$ cat src/rtl/fpnew_noncomp_result_buf.sv
// Result buffer behind the non-computational FP unit: formats raw results into
// FLEN-wide writeback words, queues them in a small FIFO and accumulates sticky fflags.
module fpnew_noncomp_result_buf #(
  parameter int unsigned WIDTH    = 32,
  parameter int unsigned FLEN     = 64,
  parameter int unsigned DEPTH    = 2,
  parameter int unsigned TagWidth = 8
) (
  input  logic                clk_i,
  input  logic                rst_i,
  input  logic [WIDTH-1:0]    result_i,
  input  logic [4:0]          status_i,
  input  logic                extension_bit_i,
  input  logic [9:0]          class_mask_i,
  input  logic                is_class_i,
  input  logic [TagWidth-1:0] tag_i,
  input  logic                in_valid_i,
  output logic                in_ready_o,
  input  logic                flush_i,
  output logic [FLEN-1:0]     result_o,
  output logic [4:0]          status_o,
  output logic [TagWidth-1:0] tag_o,
  output logic                out_valid_o,
  input  logic                out_ready_i,
  output logic [4:0]          fflags_o,
  input  logic                fflags_clr_i,
  output logic                busy_o
);

  localparam int unsigned PtrW = (DEPTH > 1) ? $clog2(DEPTH) : 1;
  localparam int unsigned CntW = $clog2(DEPTH + 1);

  typedef struct packed {
    logic [FLEN-1:0]     word;
    logic [4:0]          status;
    logic [TagWidth-1:0] tag;
  } entry_t;

  entry_t             mem_q [DEPTH];
  entry_t             in_entry;
  logic [PtrW-1:0]    rd_ptr_q, rd_ptr_d;
  logic [PtrW-1:0]    wr_ptr_q, wr_ptr_d;
  logic [CntW-1:0]    cnt_q, cnt_d;
  logic               in_ready_q, in_ready_d;
  logic               out_valid_q, out_valid_d;
  logic [4:0]         fflags_q, fflags_d;
  logic               push, pop;

  function automatic logic [PtrW-1:0] inc_ptr(input logic [PtrW-1:0] p);
    return (p == PtrW'(DEPTH - 1)) ? '0 : p + PtrW'(1);
  endfunction

  // Writeback formatting: class mask zero-extended, otherwise fill upper bits
  // with the extension bit (NaN-boxing or integer sign/zero extension).
  always_comb begin
    in_entry     = '0;
    in_entry.tag = tag_i;
    if (is_class_i) begin
      in_entry.word = FLEN'(class_mask_i);
    end else begin
      in_entry.word              = {FLEN{extension_bit_i}};
      in_entry.word[WIDTH-1:0]   = result_i;
      in_entry.status            = status_i;
    end
  end

  assign push = in_valid_i & in_ready_q & ~flush_i;
  assign pop  = out_valid_q & out_ready_i & ~flush_i;

  // Pointer, occupancy and sticky-flag next state
  always_comb begin
    rd_ptr_d = rd_ptr_q;
    wr_ptr_d = wr_ptr_q;
    cnt_d    = cnt_q;
    fflags_d = fflags_clr_i ? 5'b0 : fflags_q;
    if (pop) fflags_d = fflags_d | mem_q[rd_ptr_q].status;
    if (flush_i) begin
      rd_ptr_d = '0;
      wr_ptr_d = '0;
      cnt_d    = '0;
    end else begin
      if (push) wr_ptr_d = inc_ptr(wr_ptr_q);
      if (pop)  rd_ptr_d = inc_ptr(rd_ptr_q);
      case ({push, pop})
        2'b10:   cnt_d = cnt_q + CntW'(1);
        2'b01:   cnt_d = cnt_q - CntW'(1);
        default: cnt_d = cnt_q;
      endcase
    end
    in_ready_d  = (cnt_d != CntW'(DEPTH));
    out_valid_d = (cnt_d != '0);
  end

  always_ff @(posedge clk_i or posedge rst_i) begin
    if (rst_i) begin
      rd_ptr_q    <= '0;
      wr_ptr_q    <= '0;
      cnt_q       <= '0;
      in_ready_q  <= 1'b1;
      out_valid_q <= 1'b0;
      fflags_q    <= '0;
    end else begin
      rd_ptr_q    <= rd_ptr_d;
      wr_ptr_q    <= wr_ptr_d;
      cnt_q       <= cnt_d;
      in_ready_q  <= in_ready_d;
      out_valid_q <= out_valid_d;
      fflags_q    <= fflags_d;
    end
  end

  // Entry storage, cleared on reset
  always_ff @(posedge clk_i or posedge rst_i) begin
    if (rst_i) begin
      for (int i = 0; i < int'(DEPTH); i++) mem_q[i] <= '0;
    end else if (push) begin
      mem_q[wr_ptr_q] <= in_entry;
    end
  end

  assign result_o    = mem_q[rd_ptr_q].word;
  assign status_o    = mem_q[rd_ptr_q].status;
  assign tag_o       = mem_q[rd_ptr_q].tag;
  assign in_ready_o  = in_ready_q;
  assign out_valid_o = out_valid_q;
  assign busy_o      = out_valid_q;
  assign fflags_o    = fflags_q;

endmodule

$ cat config.mk
export PLATFORM = sky130hd
export DESIGN_NAME = fpnew_noncomp_result_buf
export DESIGN_NICKNAME = d
export VERILOG_FILES = /design/src/rtl/fpnew_noncomp_result_buf.sv
export SDC_FILE = /design/constraint.sdc
export NUM_CORES = 1
export LEC_CHECK = 0
export ABC_AREA = 1
export BUFFER_PORTS_ARGS = -buffer_cell sky130_fd_sc_hd__buf_2
export CAP_MARGIN = 20
export CORE_UTILIZATION = 30
export CTS_CLUSTER_SIZE = 10
export DETAILED_ROUTE_END_ITERATION = 16
export PLACE_DENSITY = 0.57
export SKIP_CTS_REPAIR_TIMING = 1
export SYNTH_ARGS = -nofsm -noshare
export SYNTH_HDL_FRONTEND = slang
export SYNTH_SLANG_ARGS = --single-unit
$ cat constraint.sdc
create_clock -name clk_i -period 2.7 [get_ports clk_i]
set_input_delay 0.27 -clock clk_i [delete_from_list [all_inputs] [get_ports clk_i]]
set_output_delay 0.27 -clock clk_i [all_outputs]
set_load 0.01 [all_outputs]
==> results.py <==
metrics = {
    "grt": {
        "grt_pass1_wl_mm": 20.1,
        "grtUsageTotal": 0.142,
        "grt_max_degree": 41,
        "grt.overflow.total": 0,
        "antenna_found_initial": 0,
        "grt_pass1_vias": 3973,
    },
    "drt": {
        "routed_via_density": 4.21,
        "via_count": 4241,
        "drt.antenna.violating_nets": 0,
        "drc": 0,
        "wl_per_cell_um": 12.2,
        "routed_wl_mm": 12.3,
        "drtPass1Iterations": 4,
        "drtIter0Drc": 200,
    },
    "worst_setup_path": {
        "reg2reg_depth": 6,
        "setup.worst_path.end_class": "primary output",
        "startpoint_type": "register",
        "cp.required_ns": 2.43,
        "crit_fanout": 33,
        "cp.arrival_ns": 1.95,
        "timing.reg2reg.setup_slack_ns": 0.76,
        "timing.rr.start": "in_ready_o$_DFF_PP1_",
        "worstReg2RegEnd": "mem_q[9]$_DFFE_PP0P_",
        "crit_type": "register to primary output",
    },
    "run": {
        "drv_cap": 0,
    },
    "die": {
        "initial_core_util": 0.307,
        "die_h_um": 135,
        "dieArea_um2": 18200,
        "core_um2": 17300,
        "die_x_um": 135,
        "io_pins": 148,
        "row_count": 48,
    },
    "status": {
        "status": "completed",
    },
    "clock_network": {
        "cts.sinks": 103,
        "numCtsBuffers": 9,
        "cts.reportedPaths.clkPinSlew_ns": 0.07,
        "tritoncts": "done",
        "clock_tree.buffer_depth": 2,
        "cts-root-buf": "clkbuf_16",
        "insertion_delay_ns": 0.35,
        "htree_levels": 3,
    },
    "timing": {
        "final.setup.tns_ns": 0,
        "skew_ns": 0.00613,
        "tightest_slew_ns": 0.740,
        "setup-violations-final": 0,
        "max_freq_mhz": 451,
        "finalCriticalPeriod_ns": 2.22,
        "maxSlewViolCount": 0,
        "hold_violations": 0,
        "min_period_over_period": 0.822,
        "slew_headroom": 0.506,
        "timing.hold.ws_ns": 0.0331,
        "rsz0062_at_grt": "no",
    },
    "synth": {
        "synth_cells": 673,
        "synth_top_area_frac": 0.481,
        "synth_warnings": 0,
        "ys_ff_latch": 103,
        "synth_cell_type_count": 23,
        "ys_seq_area_frac": 0.486,
        "synth_largest_area_cell": "dfrtp_1",
        "avgSynthCellArea_um2": 7.88,
        "synthesis.area_um2": 5310,
        "synth_area_leaders": "dfrtp_1, nand2_1, inv_1",
        "synth_nets": 737,
    },
    "cells_and_area": {
        "drive_gt1_frac": 0.302,
        "nNetsFinal": 841,
        "syn_to_final_growth_pct": 18.7,
        "design_area_um2": 6300,
        "diodes": 0,
    },
    "placed_design": {
        "placed_area_um2": 5990,
        "finalWeightedCongestion": 0.705,
        "port_buffers": 147,
        "place_hpwl_mm": 8.40,
    },
    "power": {
        "irDropWorstVdd_v": 0.000491,
        "leakagePower_nw": 3.51,
        "power.total_w": 0.00459,
        "power_density_nw_per_um2": 730,
    },
    "min_path": {
        "min_path_type": "input pin to async pin",
    },
}
## cells in the mapped netlist, drive strengths merged
cell type	count
o21ai	98
nand4	2
nand3	6
dfrtp	102
o22ai	5
dfstp	1
o21a	5
inv	109
buf	54
nor2	28
ha	1
nand2	251
clkbuf	10
a21oi	1
## cells by family after synthesis
kind of cell / share of synthesized area
and+or+nand+nor: 0.220
buffers and inverters: 0.163
AOI/OAI and AO/OA: 0.129
DFF: 0.486
adders and majority gates: 0.00236
## metal layers
metal	vias up	wire [µm]	track usage
li1	2196	-	-
met1	1953	5850	0.186
met2	88	5810	0.235
met3	4	517	0.0379
met4	0	84	0.0318
met5	-	0	0
## placed cells by master (no fill, tap or decap), types with 2 or more instances in the layout
cell type / netlist / final
nand3_4: 2 / 2
nand2_2: 20 / 20
buf_4: 34 / 7
o21ai_2: 32 / 32
clkbuf_8: 0 / 2
inv_1: 103 / 102
clkinvlp_4: 0 / 2
nand3_1: 4 / 4
clkinv_2: 0 / 2
clkbuf_16: 0 / 9
o21a_1: 5 / 5
nor2_1: 28 / 28
nand4_1: 2 / 2
nand2_1: 231 / 231
buf_2: 13 / 147
inv_2: 5 / 5
buf_12: 1 / 3
o22ai_1: 5 / 5
o21ai_0: 66 / 65
dfrtp_1: 102 / 101
## per-stage QoR
stage | cells | setup slack [ns] | utilization
after floorplan | 673 | 0.367 | -
after global placement | 991 | 0.743 | 0.346
final | 1007 | 0.481 | 0.364
after CTS | 1007 | 0.439 | 0.364
after detailed placement | 991 | 0.714 | 0.346
after global routing | 1007 | 0.318 | 0.364
## critical path, stage by stage, from the launching register on
cell and delay (ns):
dfrtp_2 0.78, buf_4 0.40, nand2_1 0.08, o21ai_0 0.14
buf_2 0.20
## flip-flops by register name, summed over array words and instances, names as in the netlist
signal      count
busy_o          1
cnt_q           2
fflags_o        5
in_ready_o      1
mem_q          92
rd_ptr_q        1
wr_ptr_q        1
## final cells by class
cell class | instances | area (µm²)
Clock buffer | 11 | 253
Tap cell | 225 | 282
Timing Repair Buffer | 157 | 848
Multi-Input combinational cell | 397 | 1860
Inverter | 109 | 415
Sequential cell | 103 | 2580
Clock inverter | 5 | 56.3
Fill cell | 1862 | 11000
## worst max-delay path by stage
stage,from,endpoint,cells past startpoint
final,rd_ptr_q$_DFFE_PP0P_,result_o[15],4
after global routing,rd_ptr_q$_DFFE_PP0P_,result_o[30],4
after CTS,rd_ptr_q$_DFFE_PP0P_,result_o[30],4
after detailed placement,in_ready_o$_DFF_PP1_,mem_q[20]$_DFFE_PP0P_,6
after global placement,in_ready_o$_DFF_PP1_,mem_q[35]$_DFFE_PP0P_,6
after floorplan,rd_ptr_q$_DFFE_PP0P_,result_o[33],3
## where the power goes
group	internal, W	switching (W)
Combinational	0.000484	0.000720
Sequential	0.00187	0.000157
Clock	0.000769	0.000590
(Power assumes the default switching activity.)
